### src/rtl/out_display_if.sv
// Bus between the CPU output register and the decimal display driver.
// The CPU side uses master; out_display uses slave.
interface out_display_if;
    logic [7:0]  qreg;
    logic        doOut;
    logic        busy;
    logic [11:0] bcd;
    logic [6:0]  seg;
    logic [2:0]  digit_en;

    modport master (
        output qreg,
        output doOut,
        input  busy,
        input  bcd,
        input  seg,
        input  digit_en
    );

    modport slave (
        input  qreg,
        input  doOut,
        output busy,
        output bcd,
        output seg,
        output digit_en
    );
endinterface

### src/rtl/out_display.sv
// Converts each OUT value to three BCD digits with a one-step-per-clock double-dabble
// and scans them onto a multiplexed 3-digit 7-segment display.
module out_display #(
    parameter int unsigned REFRESH_DIV    = 1024,
    parameter bit          SEG_ACTIVE_LOW = 1'b1,
    parameter bit          BLANK_LEADING  = 1'b0
) (
    input logic          clk,
    input logic          reset,
    out_display_if.slave bus
);

    localparam int unsigned CntW = (REFRESH_DIV > 2) ? $clog2(REFRESH_DIV) : 1;

    typedef enum logic {StIdle, StConv} state_e;

    state_e      state_q, state_d;
    logic [19:0] shift_q, shift_d;
    logic [2:0]  count_q, count_d;
    logic        pend_q, pend_d;
    logic [7:0]  pend_val_q, pend_val_d;
    logic [11:0] bcd_q, bcd_d;
    logic [19:0] step;

    logic [CntW-1:0] refresh_q, refresh_d;
    logic [1:0]      idx_q, idx_d;
    logic [6:0]      seg_q, seg_d;
    logic [2:0]      en_q, en_d;
    logic [3:0]      digit;
    logic            blank;

    // One double-dabble iteration over the 12-bit BCD field above the binary byte.
    function automatic logic [19:0] dd_step(input logic [19:0] s);
        logic [19:0] t;
        t = s;
        for (int i = 0; i < 3; i++) begin
            if (t[8 + 4*i +: 4] >= 4'd5) begin
                t[8 + 4*i +: 4] = t[8 + 4*i +: 4] + 4'd3;
            end
        end
        return {t[18:0], 1'b0};
    endfunction

    function automatic logic [6:0] seg_map(input logic [3:0] d);
        logic [6:0] s;
        case (d)
            4'd0:    s = 7'h3F;
            4'd1:    s = 7'h06;
            4'd2:    s = 7'h5B;
            4'd3:    s = 7'h4F;
            4'd4:    s = 7'h66;
            4'd5:    s = 7'h6D;
            4'd6:    s = 7'h7D;
            4'd7:    s = 7'h07;
            4'd8:    s = 7'h7F;
            4'd9:    s = 7'h6F;
            default: s = 7'h00;
        endcase
        return s;
    endfunction

    always_ff @(posedge clk) begin
        if (reset) begin
            state_q    <= StIdle;
            shift_q    <= '0;
            count_q    <= '0;
            pend_q     <= 1'b0;
            pend_val_q <= '0;
            bcd_q      <= '0;
        end else begin
            state_q    <= state_d;
            shift_q    <= shift_d;
            count_q    <= count_d;
            pend_q     <= pend_d;
            pend_val_q <= pend_val_d;
            bcd_q      <= bcd_d;
        end
    end

    always_comb begin
        state_d    = state_q;
        shift_d    = shift_q;
        count_d    = count_q;
        pend_d     = pend_q;
        pend_val_d = pend_val_q;
        bcd_d      = bcd_q;
        step       = dd_step(shift_q);
        case (state_q)
            StIdle: begin
                if (bus.doOut) begin
                    shift_d = {12'b0, bus.qreg};
                    count_d = '0;
                    state_d = StConv;
                end
            end
            StConv: begin
                shift_d = step;
                count_d = count_q + 3'd1;
                if (bus.doOut) begin
                    pend_d     = 1'b1;
                    pend_val_d = bus.qreg;
                end
                if (count_q == 3'd7) begin
                    bcd_d = step[19:8];
                    // Queued value goes first; a doOut on this edge then becomes the new queue.
                    if (pend_q) begin
                        shift_d = {12'b0, pend_val_q};
                        count_d = '0;
                        pend_d  = bus.doOut;
                    end else if (bus.doOut) begin
                        shift_d = {12'b0, bus.qreg};
                        count_d = '0;
                        pend_d  = 1'b0;
                    end else begin
                        state_d = StIdle;
                    end
                end
            end
            default: state_d = StIdle;
        endcase
    end

    always_comb begin
        refresh_d = refresh_q + CntW'(1);
        idx_d     = idx_q;
        if (refresh_q == CntW'(REFRESH_DIV - 1)) begin
            refresh_d = '0;
            idx_d     = (idx_q == 2'd2) ? 2'd0 : idx_q + 2'd1;
        end
    end

    always_comb begin
        digit = bcd_q[3:0];
        blank = 1'b0;
        case (idx_q)
            2'd1: begin
                digit = bcd_q[7:4];
                blank = BLANK_LEADING && (bcd_q[11:4] == 8'h00);
            end
            2'd2: begin
                digit = bcd_q[11:8];
                blank = BLANK_LEADING && (bcd_q[11:8] == 4'h0);
            end
            default: begin
                digit = bcd_q[3:0];
                blank = 1'b0;
            end
        endcase
        seg_d = blank ? 7'h00 : seg_map(digit);
        en_d  = 3'b001 << idx_q;
        if (SEG_ACTIVE_LOW) begin
            seg_d = ~seg_d;
            en_d  = ~en_d;
        end
    end

    always_ff @(posedge clk) begin
        if (reset) begin
            refresh_q <= '0;
            idx_q     <= '0;
            seg_q     <= SEG_ACTIVE_LOW ? 7'h7F : 7'h00;
            en_q      <= SEG_ACTIVE_LOW ? 3'h7 : 3'h0;
        end else begin
            refresh_q <= refresh_d;
            idx_q     <= idx_d;
            seg_q     <= seg_d;
            en_q      <= en_d;
        end
    end

    assign bus.busy     = (state_q == StConv);
    assign bus.bcd      = bcd_q;
    assign bus.seg      = seg_q;
    assign bus.digit_en = en_q;

endmodule

### src/flat_wrapper.sv
// flat-port wrapper written by rule: the top's interface ports become plain ports
module out_display_flat 
#(
    parameter int unsigned REFRESH_DIV    = 1024,
    parameter bit          SEG_ACTIVE_LOW = 1'b1,
    parameter bit          BLANK_LEADING  = 1'b0
)
  (clk, reset, bus_qreg, bus_doOut, bus_busy, bus_bcd, bus_seg, bus_digit_en);
  out_display_if bus_i ();
  input logic clk;
  input logic reset;
  input wire logic [$bits(bus_i.qreg)-1:0] bus_qreg;
  input wire logic [$bits(bus_i.doOut)-1:0] bus_doOut;
  output wire logic [$bits(bus_i.busy)-1:0] bus_busy;
  output wire logic [$bits(bus_i.bcd)-1:0] bus_bcd;
  output wire logic [$bits(bus_i.seg)-1:0] bus_seg;
  output wire logic [$bits(bus_i.digit_en)-1:0] bus_digit_en;
  assign bus_i.qreg = bus_qreg;
  assign bus_i.doOut = bus_doOut;
  assign bus_busy = bus_i.busy;
  assign bus_bcd = bus_i.bcd;
  assign bus_seg = bus_i.seg;
  assign bus_digit_en = bus_i.digit_en;
  out_display #(.REFRESH_DIV(REFRESH_DIV), .SEG_ACTIVE_LOW(SEG_ACTIVE_LOW), .BLANK_LEADING(BLANK_LEADING)) u_core (.clk(clk), .reset(reset), .bus(bus_i));
endmodule
### config.mk
export PLATFORM = sky130hd
export DESIGN_NAME = out_display_flat
export DESIGN_NICKNAME = d
export VERILOG_FILES = /design/src/rtl/out_display_if.sv /design/src/rtl/out_display.sv /design/src/flat_wrapper.sv
export SDC_FILE = /design/constraint.sdc
export NUM_CORES = 1
export LEC_CHECK = 0
export CAP_MARGIN = 20
export CORE_MARGIN = 8
export CORE_UTILIZATION = 45
export CTS_BUF_LIST = sky130_fd_sc_hd__clkbuf_4 sky130_fd_sc_hd__clkbuf_8
export DETAILED_ROUTE_END_ITERATION = 8
export HOLD_SLACK_MARGIN = 0.02
export PLACE_DENSITY = 0.66
export SLEW_MARGIN = 10
export SYNTH_ARGS = -nofsm -noshare
export SYNTH_HDL_FRONTEND = slang
export SYNTH_SLANG_ARGS = --single-unit
### constraint.sdc
create_clock -name clk -period 2.6 [get_ports clk]
set_input_delay 0.78 -clock clk [delete_from_list [all_inputs] [get_ports clk]]
set_output_delay 0.78 -clock clk [all_outputs]
set_load 0.02 [all_outputs]
==> results.toml <==
[floorplan]
die_area_mm2 = 0.009842
io_pins = 34
initial_utilization_pct = 46.11
num_rows = 30
die_width_um = 99.21
fp.dieH_um = 99.21
core_mm2 = 0.006756

[placement]
port_buffers = 33
dp_hpwl_um = 4549
place_area_mm2 = 0.003442
place.gp.congestion = 0.7874

[grt]
grt_pass1_wl_um = 11470
grt_use_total_pct = 14.08
grt_overflow = 0
antenna_found_initial = 0
grt_pass1_vias = 2556
grt_max_degree = 37

[timing]
fin_crit_ns = 2.221
relSlewSlack_pct = 39.14
hold_violations = 0
fin_skew_ns = 0.01111
fmax_mhz = 450.2
worst_pin_slew_ns = 0.9096
setup_tns_ns = 0
finalMaxSlewViolations = 0
setup_viol = 0
fin_crit_sh_pct = 85.43
rsz0062_at_grt = "false"

[route]
drt_iter0_drc = 117
drc = 0
ant_nets = 0
drtPass1Iterations = 4
wl_per_cell_um = 13.75
routed-via-count = 2616
vias_per_cell = 5.496
drt-total-wl_um = 6547

[synth]
synthDistinctLibCells = 37
async_flop_share_pct = 0
synth_largest_area_cell = "dfxtp_1"
synth-seq-area-share_pct = 43.05
synth_area_mm2 = 0.003115
avgSynthCellArea_um2 = 8.536
synth_area_leaders = "dfxtp_1 43%, ha_1 7.6%, a21oi_1 7.6%"
ys_seq_elements = 67
synth_fp_nets = 395
synthCells = 365
ys_warn_count = 0
synth_ff_type = "dfxtp_1"
synth-edff-count = 0
synth_top_area_share_pct = 43.05

[power_and_ir_drop]
power_mw = 2.243
max-vdd-ir-drop_v = 0.0003290
cellPowerDensity_mw_per_mm2 = 609.2
p_leak_nw = 1.320

[clocking]
cts_hold_buf = 0
cts-root-buf = "clkbuf_8"
post_cts_resized = 0
post-cts-setup-buffer-count = 0
clock_path_buffers = 2
clkTransAtPathRegs_ns = 0.07
cts_tree = "built"
numCtsBuffers = 9
cts_sinks = 67
htreeDepth = 3
insertion_delay_ns = 0.34

[critical_path]
rr_worst_depth = 8
cp-start-kind = "flop"
cp_slowest_cell = "ha_1"
worstReg2RegEnd = "u_core.bus.seg[1]$_SDFF_PP1_"
end_kind = "flop"
cp_data_required_time_ns = 2.83
reg2reg_from = "u_core.idx_q[0]$_SDFFE_PP0P_"
cp.arrival_ns = 2.45
r2r_setup_slack_ns = 0.38
crit_type = "reg2reg"
crit_path_cell_trace = "inv_1 -> ha_1 -> nor2_1 -> a21oi_1 -> inv_1 -> ha_1 -> a21oi_1 -> or2_2"
critPathBufInv = 2
crit_family = "adder cells"
crit_fanout = 9
max_stage_delay_ns = 0.46

[layout]
antenna_cells = 0
fillers = 646
final_cell_mix = "67 x dfxtp_1, 47 x a21oi_1, 39 x nor2_1"
final_cell_area_mm2 = 0.003682
nets = 421
layout_commonest_cell = "dfxtp_1"
area_growth_pct = 18.19
drive_above_1_share_pct = 6.818

[run_status]
outcome = "finished clean"

[run]
maxCapViolCount = 0

[worst_hold_path]
min_to = "u_core.pend_val_q[2]$_SDFFE_PP0P_"
hold_class = "reg2reg"
holdPathStages = 2
min_from = "u_core.pend_val_q[2]$_SDFFE_PP0P_"
==> sequential cells by signal (all words and copies together), names as in the netlist <==
name,flops
u_core.shift_q,20
u_core.bus.bcd,12
u_core.refresh_q,10
u_core.pend_val_q,8
u_core.bus.seg,7
u_core.bus.digit_en,3
u_core.count_q,3
u_core.idx_q,2
u_core.bus.busy,1
u_core.pend_q,1
==> power by group <==
group / total (mW) / internal (mW) / switching (mW)
Clock: 1.03 / 0.635 / 0.397
Combinational: 0.142 / 0.0591 / 0.0833
Sequential: 1.07 / 1.05 / 0.0163
==> Yosys cell counts (4+ instances only) <==
| master | number |
|---|---|
| clkbuf_1 | 11 |
| dfxtp_1 | 67 |
| nor3b_1 | 12 |
| ha_1 | 19 |
| xnor2_1 | 7 |
| nand3_1 | 17 |
| buf_2 | 4 |
| a21oi_1 | 47 |
| nor3_1 | 8 |
| a31oi_1 | 7 |
| mux2i_1 | 5 |
| o21ai_0 | 13 |
| inv_1 | 15 |
| nor2_1 | 39 |
| a211oi_1 | 5 |
| nand2_1 | 30 |
| nand2b_1 | 5 |
| a22oi_1 | 20 |
| and2_1 | 4 |
==> cells by family (layout without fill, tap and decap cells) <==
kind of cell	count (synthesis)	after routing	share of synthesized area [%]
xor+xnor	10	10	2.811
compound gates	101	101	19.52
flops	67	67	43.05
mux	5	5	1.606
fa+ha+maj	19	19	7.631
simple gates	125	125	19.20
buf+inv	38	69	6.185
==> worst max-delay path by stage <==
stage	cells after the start	from	slack, ns	endpoint
final	8	u_core.idx_q[0]$_SDFFE_PP0P_	0.38	u_core.bus.seg[1]$_SDFF_PP1_
after global routing	8	u_core.idx_q[0]$_SDFFE_PP0P_	0.17	u_core.bus.seg[1]$_SDFF_PP1_
after CTS	8	u_core.idx_q[0]$_SDFFE_PP0P_	0.38	u_core.bus.seg[1]$_SDFF_PP1_
after detailed placement	4	bus_doOut	0.19	u_core.shift_q[11]$_SDFFE_PP0P_
after floorplan	9	u_core.idx_q[0]$_SDFFE_PP0P_	0.64	u_core.bus.seg[1]$_SDFF_PP1_
after global placement	4	bus_doOut	0.29	u_core.shift_q[11]$_SDFFE_PP0P_
==> worst register-to-register path, delay by kind of cell (launching register included) <==
kind,cells,cell delay (ns)
simple gates,2,0.34
buf+inv,2,0.24
flops,1,0.39
fa+ha+maj,2,0.78
compound gates,2,0.37
==> routing by layer <==
| layer | part of all wire [%] | global-route usage [%] | vias up |
|---|---|---|---|
| li1 | - | - | 1329 |
| met1 | 47 | 16.55 | 1226 |
| met2 | 46 | 23.14 | 52 |
| met3 | 5.2 | 3.980 | 9 |
| met4 | 1.5 | 6.636 | 0 |
| met5 | 0 | 0 | - |
==> through the flow <==
stage	std cells	hold WS [ns]	worst slack (ns)	util, %
after floorplan	365	0.4263	0.6400	-
after global placement	460	0.4398	0.2878	50.94
after detailed placement	460	0.4493	0.1942	50.94
after CTS	476	0.4600	0.3790	54.50
after global routing	476	0.4922	0.1655	54.50
final	476	0.4586	0.3789	54.50
==> area by class of cell <==
cell class                      count  area [um^2]  area share, %
Clock inverter                      7        116.4          3.160
Sequential cell                    67         1341          36.43
Clock buffer                        9        123.9          3.364
Tap cell                           80        100.1          2.718
Timing Repair Buffer               38        362.8          9.854
Inverter                           15        56.30          1.529
Multi-Input combinational cell    260         1582          42.95
(Power assumes the default switching activity.)
==> edit, RTL diff (same settings) <==
Take the reset off `pend_val_q` and load it in a clocked block of its own.
--- a/src/rtl/out_display.sv
+++ b/src/rtl/out_display.sv
@@ -65,16 +65,18 @@
             shift_q    <= '0;
             count_q    <= '0;
             pend_q     <= 1'b0;
-            pend_val_q <= '0;
             bcd_q      <= '0;
         end else begin
             state_q    <= state_d;
             shift_q    <= shift_d;
             count_q    <= count_d;
             pend_q     <= pend_d;
-            pend_val_q <= pend_val_d;
             bcd_q      <= bcd_d;
         end
+    end
+
+    always_ff @(posedge clk) begin
+        pend_val_q <= pend_val_d;
     end
 
     always_comb begin
Formal check against the unedited RTL: no difference found for any inputs over 10 cycles, from zero or initial values and one cycle with reset high; that may be too few to reach the edited logic, so the function may still have changed.
==> edit against the original RTL <==
- count of clock-buffer cells in the layout unchanged
- maximum frequency up 0.50%
- cell area down 3.1%
- critical path depth unchanged
- synthesized area down 2.0%
- routed wire length down 6.7%
- total power down 12%
- sequential cell count unchanged
- worst setup slack better by 0.011 ns
- combinational power down 9.9%
==> edit: results (changes against the original RTL) <==
Run status
  • Outcome: completed

Cells and area
  • Layout fillers: 632 (-2.2%)
  • # nets final: 399 (-5.2%)
  • Layout cell share with drive strength beyond 1: 0.0668 (-0.00134)

Drt
  • Routed length per placed instance: 13.5 microns (-2.2%)
  • Vias per inst: 5.33 (-3.0%)
  • Initial drt markers: 88 (-25%)

Global routing
  • Wire length of the first global-routing pass: 10600 microns (-7.2%)
  • Via count of the first global-routing pass: 2302 (-9.9%)
  • Tot GR Track Use: 0.134 (-0.00677)
  • Maximum number of pins on one net before global-route repair: 40 (+8.1%)

Synth
  • Count of cell types in the netlist: 35 (-5.4%)
  • Register area share after synthesis: 0.465 (+0.0349)
  • Synth area leaders: dfxtp_1, edfxtp_1, ha_1, a21oi_1, nor2_1
  • Number of synthesized flops with an enable pin: 8 (+8)
  • Mapped Nets: 370 (-6.3%)
  • Most common library cells after synthesis: dfxtp_1, nor2_1, a21oi_1

STA
  • Clk_skew: 0.00690 ns (-0.00421 ns)
  • Worst Tran Pin Value: 0.926 ns (+0.0166 ns)
  • Final hold slack: 0.460 ns (+0.00161 ns)
  • Final worst setup slack: 0.390 ns (+0.0110 ns)

Power
  • Peak supply drop: 0.000354 V (+7.7%)

Placement
  • GP Congestion: 0.813 (+3.3%)
  • Hpwl dp: 4340 microns (-4.7%)
  • Pre-CTS setup slack: 0.222 ns (+0.0282 ns)
==> edit: path summary, 6_finish.rpt <==
| path | startpoint | endpoint | depth (start not counted) |
|---|---|---|---|
| setup / recovery | u_core.idx_q[0] | u_core.bus.seg[1] | 8 |
| hold / removal | u_core.refresh_q[0] | u_core.refresh_q[0] | 1 |
| setup reg to reg | u_core.idx_q[0] | u_core.bus.seg[1] | 8 |
| hold reg to reg | u_core.refresh_q[0] | u_core.refresh_q[0] | 1 |
==> edit: routing by layer <==
| layer | global-route usage | up-vias | part of all wire |
|---|---|---|---|
| met5 | 0 | - | 0 |
| li1 | - | 1243 | - |
| met2 | 0.214 | 41 | 0.46 |
| met3 | 0.0334 | 8 | 0.042 |
| met1 | 0.160 | 1128 | 0.48 |
| met4 | 0.0779 | 0 | 0.014 |
==> edit: power by group <==
part,switching [uW],total (uW),internal (uW)
clock,410,750,340
combinational,73.2,128,54.5
sequential,13.2,1090,1070
total,496,1960,1470
==> edit: cell families (layout without fill, tap and decap cells) <==
logic type / Yosys count / in the layout / share of synthesized area
xor gates and xnor gates: 10 / 10 / 0.0287
and+or+nand+nor: 115 / 115 / 0.177
muxes: 5 / 5 / 0.0164
buffers and inverters: 34 / 68 / 0.0541
DFF: 67 / 67 / 0.465
adders and majority gates: 19 / 19 / 0.0778
AOI/OAI and AO/OA: 90 / 90 / 0.180
==> edit: layout make-up <==
cell class | instances | area share
multi-input cells | 239 | 0.411
inverters | 15 | 0.0158
repair buffers | 37 | 0.0995
well taps | 80 | 0.0280
clock buffers | 9 | 0.0347
clock inverters | 7 | 0.0126
flip-flops and latches | 67 | 0.398
==> edit: through the flow <==
step                      instance area (sq um)   util  total power (uW)  instances
after global routing                       3570  0.534              2050        454
after global placement                     3400  0.509              1240        438
after CTS                                  3570  0.534              1980        454
after detailed placement                   3400  0.509              1240        438
after floorplan                            3050      -              1190        340
final                                      3570  0.534              1960        454
==> edit: critical path, cell delays in order, from the launching register on <==
cell     delay (ns)
dfxtp_1        0.39
inv_1          0.10
ha_1           0.45
nor2_1         0.07
a21oi_1        0.29
inv_1          0.14
ha_1           0.33
a21oi_1        0.06
or2_2          0.27
